<file path="config.mk">
export PLATFORM = sky130hd
export DESIGN_NAME = rtos_nios2_oci_dct_ctrl
export DESIGN_NICKNAME = d
export VERILOG_FILES = /design/src/rtl/rtos_nios2_oci_dct_ctrl.sv
export SDC_FILE = /design/constraint.sdc
export NUM_CORES = 1
export LEC_CHECK = 0
export ABC_CLOCK_PERIOD_IN_PS = 2900
export CORE_AREA = 10 10 93 115
export DETAILED_ROUTE_END_ITERATION = 7
export DIE_AREA = 0 0 103 125
export GPL_TIMING_DRIVEN = 0
export MAX_ROUTING_LAYER = met4
export PLACE_DENSITY = 0.77
export SYNTH_ARGS = -nofsm -noshare
export SYNTH_HDL_FRONTEND = slang
export SYNTH_SLANG_ARGS = --single-unit
</file>
<file path="constraint.sdc">
create_clock -name clk -period 2.9 [get_ports clk]
set_input_delay 0.435 -clock clk [delete_from_list [all_inputs] [get_ports clk]]
set_output_delay 0.435 -clock clk [all_outputs]
set_load 0.01 [all_outputs]
</file>
<file path="src/rtl/rtos_nios2_oci_dct_ctrl.sv">
// rtos_nios2_oci_dct_ctrl: packs 2-bit direct-compressed-trace atoms into 34-bit words for trace memory.
// Ports:
//   clk, reset          - clock and synchronous active-high reset
//   trace_en            - enables atom capture
//   atom_valid, atom    - incoming trace atom
//   flush_req           - emit a partially filled word
//   test_ending         - final flush, then halt
//   wr_ready            - trace memory accepts the offered word
//   dct_buffer          - live collect buffer, 15 two-bit slots
//   dct_count           - number of valid slots in dct_buffer
//   wr_valid/wr_data    - offered word {count, buffer}
//   wr_addr             - trace-memory address of the offered word
//   wrapped             - sticky: address has wrapped at least once
//   ovf_count           - saturating count of dropped atoms
//   test_has_ended      - controller is halted
module rtos_nios2_oci_dct_ctrl #(
   parameter int ADDR_W = 7,
   parameter int OVF_W  = 8
) (
   input  logic              clk,
   input  logic              reset,
   input  logic              trace_en,
   input  logic              atom_valid,
   input  logic [1:0]        atom,
   input  logic              flush_req,
   input  logic              test_ending,
   input  logic              wr_ready,
   output logic [29:0]       dct_buffer,
   output logic [3:0]        dct_count,
   output logic              wr_valid,
   output logic [33:0]       wr_data,
   output logic [ADDR_W-1:0] wr_addr,
   output logic              wrapped,
   output logic [OVF_W-1:0]  ovf_count,
   output logic              test_has_ended
);
   typedef enum logic [1:0] {COLLECT, FLUSH, HALT} state_t;
   state_t state, state_n;
   logic pending, ending, pending_n, ending_n;
   logic acc, drop, hs, launch, pend_eff, end_eff;
   logic [29:0] buf_acc, buf_n;
   logic [3:0] cnt_acc, cnt_n;
   logic wr_valid_n;
   logic [33:0] wr_data_n;
   assign acc = atom_valid && trace_en && state != HALT && dct_count != 4'd15;
   assign drop = atom_valid && trace_en && state == FLUSH && dct_count == 4'd15;
   assign hs = state == FLUSH && wr_ready;
   // buffer and count as they look after this cycle's accepted atom
   assign buf_acc = acc ? dct_buffer | ({28'd0, atom} << {dct_count, 1'b0}) : dct_buffer;
   assign cnt_acc = dct_count + {3'd0, acc};
   // a request arriving on the same edge counts as if already latched
   assign pend_eff = pending || flush_req;
   assign end_eff = ending || test_ending;
   // flags are always clear in COLLECT, so one launch rule serves both COLLECT and the handshake edge
   assign launch = (state == COLLECT || hs) && (cnt_acc == 4'd15 || ((pend_eff || end_eff) && cnt_acc != 4'd0));
   assign test_has_ended = state == HALT;
   always_comb begin
      state_n = state;
      pending_n = (state == COLLECT || hs) ? 1'b0 : pend_eff;
      ending_n = end_eff;
      wr_valid_n = wr_valid;
      wr_data_n = wr_data;
      buf_n = buf_acc;
      cnt_n = cnt_acc;
      if (launch) begin
         wr_valid_n = 1'b1;
         wr_data_n = {cnt_acc, buf_acc};
         buf_n = '0;
         cnt_n = '0;
         state_n = FLUSH;
      end else if (state == COLLECT && test_ending) begin
         state_n = HALT;
      end else if (hs) begin
         wr_valid_n = 1'b0;
         state_n = end_eff ? HALT : COLLECT;
      end
   end
   always_ff @(posedge clk) begin
      if (reset) begin
         state <= COLLECT;
         pending <= 1'b0;
         ending <= 1'b0;
         dct_buffer <= '0;
         dct_count <= '0;
         wr_valid <= 1'b0;
         wr_data <= '0;
         wr_addr <= '0;
         wrapped <= 1'b0;
         ovf_count <= '0;
      end else begin
         state <= state_n;
         pending <= pending_n;
         ending <= ending_n;
         dct_buffer <= buf_n;
         dct_count <= cnt_n;
         wr_valid <= wr_valid_n;
         wr_data <= wr_data_n;
         if (hs) wr_addr <= wr_addr + ADDR_W'(1);
         if (hs && &wr_addr) wrapped <= 1'b1;
         if (drop && !(&ovf_count)) ovf_count <= ovf_count + OVF_W'(1);
      end
   end
endmodule

</file>
==> results.md <==
* Final Setup Violations at 0
* Syn_area_per_cell at 9.78 um^2
* Outcome: complete, no violations
* Max-slew headroom at 46.9%
* Antenna violations before repair at 0
* Clk_skew at 0.00818 ns
* Power density over the cells at 618 nW/um^2
* CP required at 3.19 ns
* CTS Buf Count at 9
* Synth unique cells at 39
* Data arrival, critical path at 3.08 ns
* Leak pwr at 1.74 nW
* TritonRoute pass-1 iters at 4
* Top cell type's share of synthesized area at 48.7%
* Prevailing post-synth register cell: dfxtp_1
* Antenna Cells at 0
* Global-route wire length before repair at 17.2 mm
* Root buf cell: clkbuf_8
* # IOs at 95
* Core box area at 8560 um^2
* Synth area leader: dfxtp_1
* Sequential share of the synthesized area at 48.7%
* DIE AREA at 12900 um^2
* Setup crit start kind: input port
* Switch share at 31.4%
* Wire length after detailed routing at 11.0 mm
* Synthesis-to-layout area growth at 37.2%
* #FFs+latches synth at 89
* Fin. Hold Viols at 0
* FFs w/ async S/R, synth at 0%
* Final core utilization at 58.6%
* Worst VDD drop at 0.451 mV
* Die X-Extent at 103 um
* Number of enable flip-flop cells after synthesis at 0
* Combinational share of power at 27.4%
* Hold WC Path Type: reg2reg
* PortBufs at 93
* Max-cap violations at 0
* Top-count cell post-synth: dfxtp_1
* Setup ws final at 0.106 ns
* Layout cells sized above 1 at 16.9%
* Largest net degree at the start of global routing at 16
* TritonCTS Sinks at 89
* Cells after Synth at 374
* Drt drc at 0
* Nets@finish at 494
* Top post-synthesis cells by area: dfxtp_1 (49%), a211oi_2 (10%), a41oi_1 (7.2%)
* DR vias at 3272
* Die Y at 125 um
* Clk slew on worst S/H paths at 0.09 ns
* Syn nets at 387
* Initial Util at 42.7%
* Iter 0 DRT Violations at 158
* Share of total power in sequential cells at 44.9%
* Post-layout min period at 2.79 ns
* Clock Latency Late Sink at 0.37 ns
* Post-synth top cells: dfxtp_1 (89), nor2_1 (60), a21oi_1 (40)
* Clk buf depth at 2
* Yosys warns at 0
* Htree depth at 3
* DP Worst Slack at -1.01 ns
* Worst-Margin Slew at 0.795 ns
* Psw at 0.000974 W
* Final Cycle Share at 96.3%
* Wirelength per Cell at 18.7 um
* CP Max Fanout at 10
* Crit. End Element: flip-flop
* Fmax achieved at 0.358 GHz
* Vias in the first global route at 3377
* Synth Cell Area at 3660 um^2
* Max Slew Vio Count at 0
* DP HPWL at 8.09 mm
* Final instance area at 5020 um^2
* Clock share of power at 27.7%
* Via/cell ratio at 5.58
* Cell internal pwr at 0.00213 W
* Crit path kind: in2reg
* CTS tree: done
* Total GRT Usage at 17.2%
* DP Area at 4710 um^2
* RePlAce Congestion at 0.909
* Row cnt at 38
* Detail Route Antenna Nets at 0
* Global route total overflow at 0
[stage by stage]
stage,power [W],setup TNS (ns),instances,hold WS [ns]
after floorplan,0.00189,0,374,0.453
after global placement,0.00221,-56.98,567,0.449
after detailed placement,0.00223,-61.40,567,0.455
after CTS,0.00310,0,584,0.475
after global routing,0.00324,-0.0105,586,0.507
final,0.00310,0,586,0.475
[routing by layer]
layer | track usage (%) | vias up | wire [um]
met4 | 7.22 | 0 | 268
met3 | 5.29 | 20 | 813
li1 | - | 1576 | -
met5 | - | - | 0
met1 | 19.7 | 1562 | 4560
met2 | 27.1 | 114 | 5340
[worst paths after layout]
check / start / to / slack [ns] / cells after the start
setup / recovery: atom_valid / wr_data[21] / 0.11 / 12
hold / removal: wrapped / wrapped / 0.47 / 2
setup reg to reg: state[0] / wr_data[21] / 0.11 / 11
hold reg to reg: wrapped / wrapped / 0.47 / 2
[flip-flops by register name (all words and copies together), names as in the netlist, 2 cells and up]
name / cells
state: 2
dct_buffer: 30
wr_data: 34
dct_count: 4
wr_addr: 7
ovf_count: 8
[cell usage in the layout, fill, tap and decap left out, types with 4 or more instances in the layout]
| master | n |
|---|---|
| dfxtp_1 | 87 |
| clkdlybuf4s50_1 | 93 |
| a41oi_1 | 30 |
| clkbuf_1 | 16 |
| nand3_1 | 9 |
| nand2_1 | 11 |
| nor2b_1 | 4 |
| clkbuf_8 | 10 |
| xnor2_1 | 6 |
| clkbuf_2 | 4 |
| buf_4 | 7 |
| and3_1 | 7 |
| xor2_1 | 10 |
| a21oi_1 | 40 |
| nand4_1 | 5 |
| a211oi_2 | 30 |
| nor2_1 | 59 |
| buf_6 | 5 |
| inv_1 | 4 |
[worst max-delay path, stage by stage]
cell	delay, ns
clkdlybuf4s50_1	0.39
and2_4	0.19
clkbuf_8	0.17
and3_4	0.20
ha_4	0.17
or3_4	0.34
a211oi_4	0.31
o32ai_4	0.18
and2_4	0.19
buf_6	0.13
buf_6	0.15
a211oi_2	0.22
[kinds of logic after synthesis]
| group | Yosys count | share of synthesized area [%] |
|---|---|---|
| and+or+nand+nor | 114 | 15.0 |
| AOI/OAI and AO/OA | 110 | 25.5 |
| DFF | 89 | 48.7 |
| buffers and inverters | 40 | 5.37 |
| xor gates and xnor gates | 16 | 3.83 |
| adders and majority gates | 4 | 1.37 |
| muxes | 1 | 0.274 |
[power by group through the flow]
stage                     registers [W]  clock network (W)  logic (W)
final                           0.00139           0.000858   0.000851
after global routing            0.00140           0.000912   0.000922
after CTS                       0.00139           0.000868   0.000838
after global placement          0.00142                  0   0.000797
after floorplan                 0.00146                  0   0.000435
after detailed placement        0.00142                  0   0.000814
[layout make-up]
type,count,area [um^2]
clock inverters,6,65.1
fillers,748,3540
well taps,100,125
plain buffers,35,206
clock buffers,10,128
repair buffers,97,961
multi-input cells,245,1730
flip-flops and latches,89,1780
inverters,4,15.0
[timing repair]
action	4_1_cts	5_1_grt
buffers inserted	2	2
setup endpoints to repair	70	62
pin swaps	3	4
hold endpoints to repair	0	0
resized for setup	10	22
hold buffers	0	0
No activity file was read; power rests on OpenSTA's default activity.
